`config.mk`:
```
export PLATFORM = sky130hd
export DESIGN_NAME = div_seq_flat
export DESIGN_NICKNAME = d
export VERILOG_FILES = /design/src/rtl/div_seq_if.sv /design/src/rtl/div_seq.sv /design/src/flat_wrapper.sv
export SDC_FILE = /design/constraint.sdc
export NUM_CORES = 1
export LEC_CHECK = 0
export CAP_MARGIN = 20
export CORE_MARGIN = 10
export CORE_UTILIZATION = 42
export DETAILED_ROUTE_END_ITERATION = 8
export GPL_ROUTABILITY_DRIVEN = 0
export PLACE_DENSITY = 0.64
export SLEW_MARGIN = 0
export SYNTH_ARGS = -nofsm -noshare
export SYNTH_HDL_FRONTEND = slang
export SYNTH_SLANG_ARGS = --single-unit
```
`constraint.sdc`:
```
create_clock -name clk -period 6.05 [get_ports clk]
set_input_delay 1.21 -clock clk [delete_from_list [all_inputs] [get_ports clk]]
set_output_delay 1.21 -clock clk [all_outputs]
set_load 0.05 [all_outputs]
```
`src/rtl/div_seq_if.sv`:
```
// div_seq_if: request/response bundle between the EX stage and the divide
// sequencer.
//   signed_div_i  1 = signed divide, 0 = unsigned
//   opdata1_i     dividend
//   opdata2_i     divisor
//   start_i       request, held by EX until ready_o
//   annul_i       flush of an in-flight or pending divide
//   result_o      {remainder, quotient}
//   ready_o       result valid
//   stallreq_o    stall request to the pipeline controller
interface div_seq_if;
  logic        signed_div_i;
  logic [31:0] opdata1_i;
  logic [31:0] opdata2_i;
  logic        start_i;
  logic        annul_i;
  logic [63:0] result_o;
  logic        ready_o;
  logic        stallreq_o;

  modport master (
    output signed_div_i, opdata1_i, opdata2_i, start_i, annul_i,
    input  result_o, ready_o, stallreq_o
  );

  modport slave (
    input  signed_div_i, opdata1_i, opdata2_i, start_i, annul_i,
    output result_o, ready_o, stallreq_o
  );
endinterface

```
`src/rtl/div_seq.sv`:
```
// div_seq: multi-cycle signed/unsigned 32-bit restoring divider for EX.
// One quotient bit per cycle; holds the pipeline via stallreq_o while busy.
// Ports:
//   clk   system clock, rising edge
//   rst   asynchronous active-low reset
//   bus   div_seq_if.slave (operands, start/annul in; result/ready/stall out)
module div_seq (
  input logic      clk,
  input logic      rst,
  div_seq_if.slave bus
);

  typedef enum logic [1:0] {
    ST_IDLE   = 2'd0,
    ST_BYZERO = 2'd1,
    ST_ON     = 2'd2,
    ST_END    = 2'd3
  } state_t;

  state_t      state, state_n;
  logic [5:0]  cnt, cnt_n;
  logic        ready_q, ready_n;
  logic [63:0] result_q, result_n;

  logic [31:0] rem_q;
  logic [31:0] quo_q;
  logic [31:0] dsr_q;
  logic        qneg_q;
  logic        rneg_q;

  logic        load;
  logic        step;
  logic [32:0] trial;

  // Unsigned magnitude of an operand; only negative values in signed mode
  // are folded. The most negative value maps onto itself, which is the
  // correct magnitude 2^31 when read as unsigned.
  function automatic logic [31:0] magnitude(input logic [31:0] v, input logic sgn);
    logic signed [31:0] sv;
    sv = $signed(v);
    if (sgn && (sv < 0))
      return 32'(-sv);
    return v;
  endfunction

  function automatic logic [31:0] apply_sign(input logic [31:0] v, input logic neg);
    logic signed [31:0] sv;
    sv = $signed(v);
    if (neg)
      return 32'(-sv);
    return v;
  endfunction

  // Trial subtract of the divisor from the shifted partial remainder.
  assign trial = {rem_q, quo_q[31]} - {1'b0, dsr_q};

  always_ff @(posedge clk or negedge rst) begin
    if (!rst) begin
      state    <= ST_IDLE;
      cnt      <= 6'd0;
      ready_q  <= 1'b0;
      result_q <= 64'h0;
    end else begin
      state    <= state_n;
      cnt      <= cnt_n;
      ready_q  <= ready_n;
      result_q <= result_n;
    end
  end

  always_comb begin
    state_n  = state;
    cnt_n    = cnt;
    ready_n  = ready_q;
    result_n = result_q;
    load     = 1'b0;
    step     = 1'b0;
    case (state)
      ST_IDLE: begin
        if (bus.start_i && !bus.annul_i) begin
          load    = 1'b1;
          cnt_n   = 6'd0;
          state_n = (bus.opdata2_i == 32'h0) ? ST_BYZERO : ST_ON;
        end
      end
      ST_BYZERO: begin
        if (bus.annul_i) begin
          state_n  = ST_IDLE;
          ready_n  = 1'b0;
          result_n = 64'h0;
        end else begin
          state_n  = ST_END;
          ready_n  = 1'b1;
          result_n = 64'h0;
        end
      end
      ST_ON: begin
        if (bus.annul_i) begin
          state_n  = ST_IDLE;
          cnt_n    = 6'd0;
          ready_n  = 1'b0;
          result_n = 64'h0;
        end else if (cnt == 6'd32) begin
          state_n  = ST_END;
          ready_n  = 1'b1;
          result_n = {apply_sign(rem_q, rneg_q), apply_sign(quo_q, qneg_q)};
        end else begin
          step  = 1'b1;
          cnt_n = cnt + 6'd1;
        end
      end
      ST_END: begin
        if (!bus.start_i || bus.annul_i) begin
          state_n  = ST_IDLE;
          ready_n  = 1'b0;
          result_n = 64'h0;
        end
      end
      default: begin
        state_n = ST_IDLE;
      end
    endcase
  end

  // Datapath: operand capture at accept, one restoring step per iteration.
  always_ff @(posedge clk) begin
    if (load) begin
      rem_q  <= 32'h0;
      quo_q  <= magnitude(bus.opdata1_i, bus.signed_div_i);
      dsr_q  <= magnitude(bus.opdata2_i, bus.signed_div_i);
      qneg_q <= bus.signed_div_i & (bus.opdata1_i[31] ^ bus.opdata2_i[31]);
      rneg_q <= bus.signed_div_i & bus.opdata1_i[31];
    end else if (step) begin
      if (!trial[32]) begin
        rem_q <= trial[31:0];
        quo_q <= {quo_q[30:0], 1'b1};
      end else begin
        rem_q <= {rem_q[30:0], quo_q[31]};
        quo_q <= {quo_q[30:0], 1'b0};
      end
    end
  end

  assign bus.result_o   = result_q;
  assign bus.ready_o    = ready_q;
  assign bus.stallreq_o = bus.start_i & ~bus.annul_i & (state != ST_END);

endmodule

```
`src/flat_wrapper.sv`:
```
// flat-port wrapper written by rule: the top's interface ports become plain ports
module div_seq_flat 
  (clk, rst, bus_signed_div_i, bus_opdata1_i, bus_opdata2_i, bus_start_i, bus_annul_i, bus_result_o, bus_ready_o, bus_stallreq_o);
  div_seq_if bus_i ();
  input logic clk;
  input logic rst;
  input wire logic [$bits(bus_i.signed_div_i)-1:0] bus_signed_div_i;
  input wire logic [$bits(bus_i.opdata1_i)-1:0] bus_opdata1_i;
  input wire logic [$bits(bus_i.opdata2_i)-1:0] bus_opdata2_i;
  input wire logic [$bits(bus_i.start_i)-1:0] bus_start_i;
  input wire logic [$bits(bus_i.annul_i)-1:0] bus_annul_i;
  output wire logic [$bits(bus_i.result_o)-1:0] bus_result_o;
  output wire logic [$bits(bus_i.ready_o)-1:0] bus_ready_o;
  output wire logic [$bits(bus_i.stallreq_o)-1:0] bus_stallreq_o;
  assign bus_i.signed_div_i = bus_signed_div_i;
  assign bus_i.opdata1_i = bus_opdata1_i;
  assign bus_i.opdata2_i = bus_opdata2_i;
  assign bus_i.start_i = bus_start_i;
  assign bus_i.annul_i = bus_annul_i;
  assign bus_result_o = bus_i.result_o;
  assign bus_ready_o = bus_i.ready_o;
  assign bus_stallreq_o = bus_i.stallreq_o;
  div_seq u_core (.clk(clk), .rst(rst), .bus(bus_i));
endmodule
```
==> results of run 1 <==
-- cells in the final DEF, fill, tap and decap left out, types with 33 or more instances in the layout --
master	synthesis	layout
nand2_1	175	173
o21ai_0	136	136
clkdlybuf4s50_1	0	133
xor2_1	83	83
a21oi_1	83	83
dfrtp_1	73	73
xnor2_1	69	69
edfxtp_1	66	66
inv_1	62	62
nor2_1	62	62
ha_1	41	41
o31ai_1	33	33
-- logic make-up (layout without fill, tap and decap cells) --
| group | count (synthesis) | count (layout) |
|---|---|---|
| AND/OR/NAND/NOR | 370 | 370 |
| AO/OA/AOI/OAI | 353 | 353 |
| flip-flops | 171 | 171 |
| XOR/XNOR | 153 | 153 |
| buffers and inverters | 113 | 238 |
| adder cells (fa/ha/maj) | 42 | 42 |
| multiplexers | 31 | 31 |
-- sequential cells by signal, indices dropped and copies added, names as in the netlist --
signal               flops
u_core.rneg_q            1
u_core.dsr_q            32
u_core.rem_q            32
u_core.state             2
u_core.bus.result_o     64
u_core.cnt               6
u_core.qneg_q            1
u_core.quo_q            32
u_core.bus.ready_o       1
-- stage by stage --
step / total power, W / instances / util [%] / setup slack, ns / hold WS [ns]
after floorplan: 0.00455 / 1233 / - / 2.25 / 0.478
after global placement: 0.00549 / 1655 / 49.5 / 1.71 / 0.462
after detailed placement: 0.00554 / 1655 / 49.5 / 1.63 / 0.469
after CTS: 0.00667 / 1687 / 51.8 / 1.79 / 0.485
after global routing: 0.00715 / 1688 / 51.9 / 1.69 / 0.501
final: 0.00665 / 1688 / 51.9 / 1.78 / 0.477
-- power groups by stage --
stage	registers, W	clock network (W)	logic (W)
floorplan	0.00235	0	0.00220
global placement	0.00208	0	0.00341
detailed placement	0.00209	0	0.00345
CTS	0.00207	0.00114	0.00346
global route	0.00213	0.00118	0.00384
finish	0.00207	0.00112	0.00346
-- final timing paths --
check | from | endpoint | slack, ns | cells past startpoint
worst max register to register | u_core.dsr_q[0] | u_core.rem_q[8] | 2.06 | 12
worst min register to register | u_core.bus.result_o[7] | u_core.bus.result_o[7] | 0.48 | 2
max in group asynchronous | rst | u_core.bus.result_o[54] | 4.48 | 1
min in group asynchronous | rst | u_core.bus.result_o[46] | 0.92 | 1
worst max-delay path | bus_annul_i | bus_stallreq_o | 1.78 | 4
worst min-delay path | u_core.bus.result_o[7] | u_core.bus.result_o[7] | 0.48 | 2
-- routing by layer --
metal  routed length (um)  vias up
li1                     -     4612
met1                13500     4382
met2                13400      214
met3                 1460       35
met4                  618        0
met5                    0        -
-- layout make-up --
class	instances	area (sq um)
multi-input combinational	949	6070
fill	2379	12200
tap	330	413
inverter	63	236
sequential	171	4450
clock buffer	17	425
clock inverter	15	173
timing repair buffer	143	1420
-- critical path: stages --
cell	delay, ns
clkdlybuf4s50_1	0.51
nor2b_1	0.33
nor2b_1	0.19
clkdlybuf4s50_1	0.82
==> flow_metrics.py, run 1 <==
metrics = {
    "run_status": {
        "status": "complete, no violations",
    },
    "yosys": {
        "synth_top_family_by_area": "compound AO/OA/AOI/OAI gates",
        "synth_mux_area_share_pct": 2.85,
        "yosysTopAreaCellShare_pct": 18.1,
        "synth_ff_type": "dfrtp_1",
        "async_reset_ff_share_pct": 42.7,
        "syn_inst": 1233,
        "synth.most_common_cell": "nand2_1",
        "synth_xor_xnor_area_share_pct": 12.4,
        "yosysWarnings": 0,
        "yosys.area_share.adder_pct": 4.88,
        "synth_compound_area_share_pct": 19.3,
        "synthesis.nets": 1344,
        "postSynthAreaPerCell_sq_um": 8.86,
        "syn_area_sq_um": 10900,
        "synth_top_area_cell": "edfxtp_1",
        "synthSimpleGateAreaFrac_pct": 15.8,
        "synth_commonest_cells": "175 x nand2_1, 136 x o21ai_0, 83 x a21oi_1, 83 x xor2_1, 73 x dfrtp_1",
        "yosysSeqAreaShare_pct": 40.7,
        "synth_seq_cells": 171,
        "synth_edf_count": 66,
        "synth.distinct_cells": 65,
        "synth_area_leaders": "edfxtp_1 18%, dfrtp_1 17%, xor2_1 6.7%",
    },
    "layout": {
        "antenna_cells": 0,
        "syn_to_final_growth_pct": 20.7,
        "nets": 1456,
        "drive_above_1_share_pct": 4.64,
        "final_area_sq_um": 13200,
    },
    "sta": {
        "rsz0062_at_grt": "no",
        "fin_setup_tns_ns": 0,
        "fmax_ghz": 0.234,
        "max_slew_margin_pct": 32.0,
        "min_period_over_period_pct": 70.6,
        "worstMarginPinSlew_ns": 1.02,
        "slew_violations": 0,
        "setup_viol": 0,
        "finalHoldViolCount": 0,
        "clock_skew_ns": 0.00707,
        "period_needed_ns": 4.27,
    },
    "global_route": {
        "track_usage_pct": 17.4,
        "grt_busiest_layer": "met2",
        "grt_pass1_vias": 8921,
        "grt_overflow_total": 0,
        "grt_pass1_wl_mm": 47.3,
        "grt_max_degree": 88,
        "antenna_found_initial": 0,
        "grtUsageMet3_pct": 3.22,
        "use_met1_pct": 23.3,
        "grt_use_met2_pct": 27.7,
    },
    "power": {
        "power_switching_w": 0.00306,
        "p_leak_nw": 5.34,
        "powerDensity_nw_per_um2": 505,
        "peakVddDrop_mv": 0.226,
        "p_clk_share_pct": 16.9,
        "p_int_w": 0.00359,
        "p_comb_share_pct": 52.0,
        "swShare_pct": 46.0,
        "seq_power_share_pct": 31.2,
    },
    "clock_tree": {
        "cts.path.max_buffers": 2,
        "clk_pin_slew_ns": 0.07,
        "htreeDepth": 4,
        "cts_hold_buf": 0,
        "cts_made_buffers": 17,
        "root_buffer": "clkbuf_16",
        "cts_tree": "yes",
        "insertion_delay_ns": 0.44,
        "post-cts-setup-buffer-count": 0,
        "cts_resized": 0,
        "cts_sinks": 171,
    },
    "floorplanning": {
        "die_h_um": 181,
        "coreArea_sq_um": 25400,
        "num_rows": 58,
        "die_x_um": 181,
        "initial_utilization_pct": 43.0,
        "die_area_sq_um": 32900,
        "io_pins": 135,
    },
    "detailed_routing": {
        "drt_iter0_drc": 813,
        "drt.antenna.violating_nets": 0,
        "postRouteWirelength_mm": 28.9,
        "vias": 9243,
        "wire_per_inst_um": 17.1,
        "viasPerCell": 5.48,
        "firstDrtPassIters": 5,
        "drc": 0,
    },
    "worst_setup_path": {
        "cp_max_fo": 6,
        "crit_required_ns": 4.84,
        "start_kind": "input port",
        "worst_setup_path_end_kind": "primary output",
        "path_class": "input port to primary output",
        "arrival_ns": 3.06,
    },
    "place": {
        "post_dp_cell_area_sq_um": 12600,
        "portBuffers": 134,
        "hpwlAfterDp_mm": 21.8,
    },
    "hold_path": {
        "min_path_type": "register to register",
    },
    "run": {
        "cap_violations": 0,
    },
}
(Power assumes the default switching activity.)
==> run 2, diff against run 1 <==
Settings changed: PLACE_DENSITY 0.64 to 0.67.
Clock period 6.05 ns to 3.6 ns, I/O delays scaled along.
==> flow_metrics.py, run 2 (synthesis gave the netlist of run 1 again) <==
metrics = {
    "clock_tree": {
        "post-cts-setup-buffer-count": 0,
        "insertion_delay_ns": 0.44,
        "cts_tree": "yes",
        "htreeDepth": 4,
        "cts_made_buffers": 17,
        "cts_resized": 0,
        "cts_sinks": 171,
        "clk_pin_slew_ns": 0.08,
        "root_buffer": "clkbuf_16",
        "cts.path.max_buffers": 2,
        "cts_hold_buf": 0,
    },
    "worst_setup_path": {
        "crit_required_ns": 3.78,
        "ff2ff_path_depth": 10,
        "worst_path_max_delay_cell": "or4_4",
        "crit_family": "simple AND/OR/NAND/NOR gates",
        "arrival_ns": 3.51,
        "cp_max_fo": 3,
        "path_buf_inv": 1,
        "cp_cell_sequence": "clkdlybuf4s50_1 > or4_4 > nor3_4 > nand2_2 > or3_4 > or3_1 > or4_4 > o31ai_4 > xor2_1 > o21ai_1",
        "worst_setup_path_end_kind": "register",
        "path_class": "input port to register",
        "start_kind": "input port",
        "crit_top_cell": "or4_4",
        "cpPeakStageDelay_ns": 0.57,
        "cp.depth": 10,
    },
    "place": {
        "portBuffers": 134,
        "dp_slack_ns": -0.199,
        "hpwlAfterDp_mm": 22.3,
    },
    "layout": {
        "layout_common_cells": "173 x nand2_1, 136 x o21ai_0, 132 x clkdlybuf4s50_1",
        "largest_reg_flops": 64,
        "nets": 1495,
        "syn_to_final_growth_pct": 24.0,
        "antenna_cells": 0,
        "final_common_cell": "nand2_1",
        "fill_cells": 2319,
        "drive_above_1_share_pct": 7.30,
    },
    "sta": {
        "finalHoldViolCount": 0,
        "max_slew_margin_pct": 27.5,
        "worst_slack_ns": 0.267,
        "rsz0062_at_grt": "no",
        "min_period_over_period_pct": 92.6,
        "fin_setup_tns_ns": 0,
        "clock_skew_ns": 0.00840,
        "setup_viol": 0,
        "worstMarginPinSlew_ns": 1.09,
        "hold_ws_ns": 0.210,
        "period_needed_ns": 3.33,
        "slew_violations": 0,
        "fmax_ghz": 0.300,
    },
    "floorplanning": {
        "coreArea_sq_um": 25400,
        "die_h_um": 181,
        "io_pins": 135,
        "num_rows": 58,
        "die_x_um": 181,
        "die_area_sq_um": 32900,
        "initial_utilization_pct": 43.0,
    },
    "run_status": {
        "status": "complete, no violations",
    },
    "detailed_routing": {
        "drt.antenna.violating_nets": 0,
        "postRouteWirelength_mm": 29.6,
        "drc": 0,
        "drt_iter0_drc": 700,
        "wire_per_inst_um": 17.1,
        "firstDrtPassIters": 5,
        "vias": 9433,
        "viasPerCell": 5.46,
    },
    "global_route": {
        "antenna_found_initial": 0,
        "track_usage_pct": 17.3,
        "grt_max_degree": 74,
        "grt_pass1_wl_mm": 46.9,
        "grt_pass1_vias": 8965,
        "grt_overflow_total": 0,
    },
    "power": {
        "totalPowerFinal_w": 0.0115,
        "swShare_pct": 45.7,
        "p_comb_share_pct": 53.2,
        "seq_power_share_pct": 30.2,
        "powerDensity_nw_per_um2": 846,
        "peakVddDrop_mv": 0.474,
        "p_clk_share_pct": 16.6,
        "power_switching_w": 0.00524,
        "p_int_w": 0.00623,
        "p_leak_nw": 5.56,
    },
    "run": {
        "cap_violations": 0,
    },
    "hold_path": {
        "min_path_type": "input port to async pin",
    },
}
[run 2: cell count changes in the layout (fill, tap and decap cells not counted)]
cell,before,now
nand3_1,24,25
inv_6,5,6
buf_16,0,1
clkinv_4,3,1
clkdlybuf4s50_1,133,132
clkinv_8,1,5
inv_8,5,2
buf_4,9,45
buf_12,1,4
nand3_2,1,0
[run 2: stage by stage]
stage / instances / util, % / cell area [sq um]
finish: 1727 / 53.4 / 13600
global route: 1727 / 53.4 / 13600
detailed placement: 1694 / 50.8 / 12900
floorplan: 1233 / - / 10900
CTS: 1726 / 53.3 / 13500
global placement: 1694 / 50.8 / 12900
[run 2: power groups by stage]
stage               logic [W]  registers, W  clock network [W]
global route          0.00669       0.00354            0.00202
detailed placement    0.00605       0.00349                  0
finish                0.00611       0.00346            0.00191
floorplan             0.00370       0.00395                  0
CTS                   0.00609       0.00345            0.00194
global placement      0.00597       0.00347                  0
[run 2: path summary, 6_finish.rpt]
kind | from | endpoint | slack [ns]
worst max register to register | u_core.rem_q[7] | u_core.rem_q[29] | 0.33
worst min-delay path | rst | u_core.bus.result_o[16] | 0.21
max in group asynchronous | rst | u_core.bus.result_o[51] | 2.81
worst max-delay path | bus_opdata1_i[8] | u_core.quo_q[28] | 0.27
min in group clk | u_core.bus.result_o[18] | u_core.bus.result_o[18] | 0.48
worst min register to register | u_core.bus.result_o[18] | u_core.bus.result_o[18] | 0.48
[run 2: layout make-up]
cell class,instances,area [sq um],share of cell area (%)
Multi-Input combinational cell,949,6070,44.8
Sequential cell,171,4450,32.8
Timing Repair Buffer,182,1770,13.0
Clock buffer,17,425,3.14
Tap cell,330,413,3.05
Inverter,63,236,1.74
Clock inverter,15,195,1.44
[run 2: routing by layer]
metal / share of wire [%] / up-vias / GRT usage [%]
li1: - / 4696 / -
met1: 46 / 4498 / 22.7
met2: 48 / 217 / 28.9
met3: 5.0 / 22 / 3.26
met4: 0.92 / 0 / 3.38
met5: 0 / - / 0
==> run 3, diff against run 2 <==
Settings changed: CAP_MARGIN 20 to not set, CORE_ASPECT_RATIO set to 0.7.
==> flow_metrics.py, run 3 (synthesis gave the netlist of run 1 again) <==
metrics = {
    "place": {
        "hpwlAfterDp_mm": 22.9,
        "post_dp_cell_area_sq_um": 12900,
        "portBuffers": 134,
    },
    "sta": {
        "period_needed_ns": 3.37,
        "fin_setup_tns_ns": 0,
        "max_slew_margin_pct": 28.4,
        "slew_violations": 0,
        "fmax_ghz": 0.296,
        "worstMarginPinSlew_ns": 1.07,
        "setup_viol": 0,
        "rsz0062_at_grt": "no",
        "clock_skew_ns": 0.0114,
        "min_period_over_period_pct": 93.7,
        "finalHoldViolCount": 0,
    },
    "power": {
        "p_comb_share_pct": 53.4,
        "peakVddDrop_mv": 0.516,
        "p_int_w": 0.00613,
        "seq_power_share_pct": 30.8,
        "p_leak_nw": 5.52,
        "swShare_pct": 45.6,
        "p_clk_share_pct": 15.8,
        "power_switching_w": 0.00514,
        "powerDensity_nw_per_um2": 838,
    },
    "global_route": {
        "grt_pass1_vias": 8942,
        "grt_overflow_total": 0,
        "antenna_found_initial": 0,
        "grt_max_degree": 74,
        "grt_pass1_wl_mm": 48.7,
        "track_usage_pct": 18.3,
    },
    "clock_tree": {
        "clk_pin_slew_ns": 0.07,
        "insertion_delay_ns": 0.44,
        "cts_sinks": 171,
        "cts_made_buffers": 17,
        "cts_tree": "yes",
        "cts.path.max_buffers": 2,
        "root_buffer": "clkbuf_16",
        "htreeDepth": 4,
    },
    "worst_setup_path": {
        "cp_max_fo": 3,
        "cp_cell_sequence": "clkdlybuf4s50_1 > or4_4 > nor3_4 > nand2_2 > or3_4 > or3_1 > or4_4 > o31ai_4 > xor2_1 > o21ai_1",
        "arrival_ns": 3.54,
        "crit_required_ns": 3.77,
        "crit_top_cell": "or4_4",
        "start_kind": "input port",
        "worst_path_max_delay_cell": "or4_4",
        "path_class": "input port to register",
        "worst_setup_path_end_kind": "register",
        "cpPeakStageDelay_ns": 0.57,
    },
    "floorplanning": {
        "die_h_um": 155,
        "die_x_um": 213,
        "io_pins": 135,
        "initial_utilization_pct": 42.6,
        "num_rows": 49,
        "die_area_sq_um": 33000,
        "coreArea_sq_um": 25600,
    },
    "layout": {
        "syn_to_final_growth_pct": 23.0,
        "drive_above_1_share_pct": 7.09,
        "nets": 1494,
        "layout_common_cells": "173 x nand2_1, 136 x o21ai_0, 132 x clkdlybuf4s50_1",
        "final_common_cell": "nand2_1",
        "final_area_sq_um": 13400,
        "antenna_cells": 0,
        "largest_reg_flops": 64,
    },
    "detailed_routing": {
        "drc": 0,
        "drt_iter0_drc": 758,
        "vias": 9394,
        "postRouteWirelength_mm": 29.9,
        "viasPerCell": 5.44,
        "drt.antenna.violating_nets": 0,
        "wire_per_inst_um": 17.3,
        "firstDrtPassIters": 6,
    },
    "run": {
        "cap_violations": 0,
    },
    "run_status": {
        "status": "complete, no violations",
    },
    "hold_path": {
        "min_path_type": "input port to async pin",
    },
}
==> run 3: worst max-delay path: cells and delay by family <==
kind	cells	cell delay, ns
buffers and inverters	1	0.42
and+or+nand+nor	6	1.98
xor gates and xnor gates	1	0.17
AOI/OAI and AO/OA	2	0.26
==> run 3: metal layers <==
metal / global-route usage [%] / vias to the layer above / routed length (um)
met2: 27.2 / 268 / 13000
met5: 0 / - / 0
met1: 26.4 / 4402 / 14500
li1: - / 4701 / -
met4: 3.59 / 0 / 357
met3: 4.36 / 23 / 2060
==> run 3: final timing paths <==
check,slack [ns],depth (start not counted),endpoint,start
hold / removal,0.41,1,u_core.bus.result_o[19],rst
min in group clk,0.48,2,u_core.bus.result_o[4],u_core.bus.result_o[4]
setup reg to reg,0.28,12,u_core.rem_q[1],u_core.rem_q[17]
hold reg to reg,0.48,2,u_core.bus.result_o[4],u_core.bus.result_o[4]
max in group asynchronous,2.53,1,u_core.bus.result_o[14],rst
setup / recovery,0.23,10,u_core.quo_q[28],bus_opdata1_i[8]
==> run 3: area by class of cell <==
class | instances | area [sq um]
Clock inverter | 14 | 119
Timing Repair Buffer | 181 | 1730
Tap cell | 331 | 414
Inverter | 63 | 236
Multi-Input combinational cell | 949 | 6070
Fill cell | 2378 | 12200
Sequential cell | 171 | 4450
Clock buffer | 18 | 429
==> run 3: per-stage QoR <==
stage	total power [W]	utilization, %	setup WS, ns	hold slack [ns]	cells
after CTS	0.0113	52.5	0.219	0.475	1727
final	0.0113	52.5	0.226	0.413	1727
after global placement	0.00938	50.3	-0.189	0.461	1695
after detailed placement	0.00948	50.3	-0.240	0.468	1695
after floorplan	0.00765	-	0.293	0.424	1233
after global routing	0.0121	52.5	0.0354	0.499	1727
==> run 3: power by group through the flow <==
stage | Combinational [W] | Sequential (W) | Clock, W
6_report | 0.00602 | 0.00347 | 0.00178
3_5_place_dp | 0.00599 | 0.00350 | 0
3_3_place_gp | 0.00590 | 0.00347 | 0
4_1_cts | 0.00603 | 0.00346 | 0.00180
5_1_grt | 0.00665 | 0.00357 | 0.00188
2_1_floorplan | 0.00370 | 0.00395 | 0
==> run 3: what timing repair did <==
action / CTS / global route
setup buffers: 0 / 0
setup endpoints to repair: 0 / 4
hold buffers: 0 / 0
gates resized for setup: 0 / 1
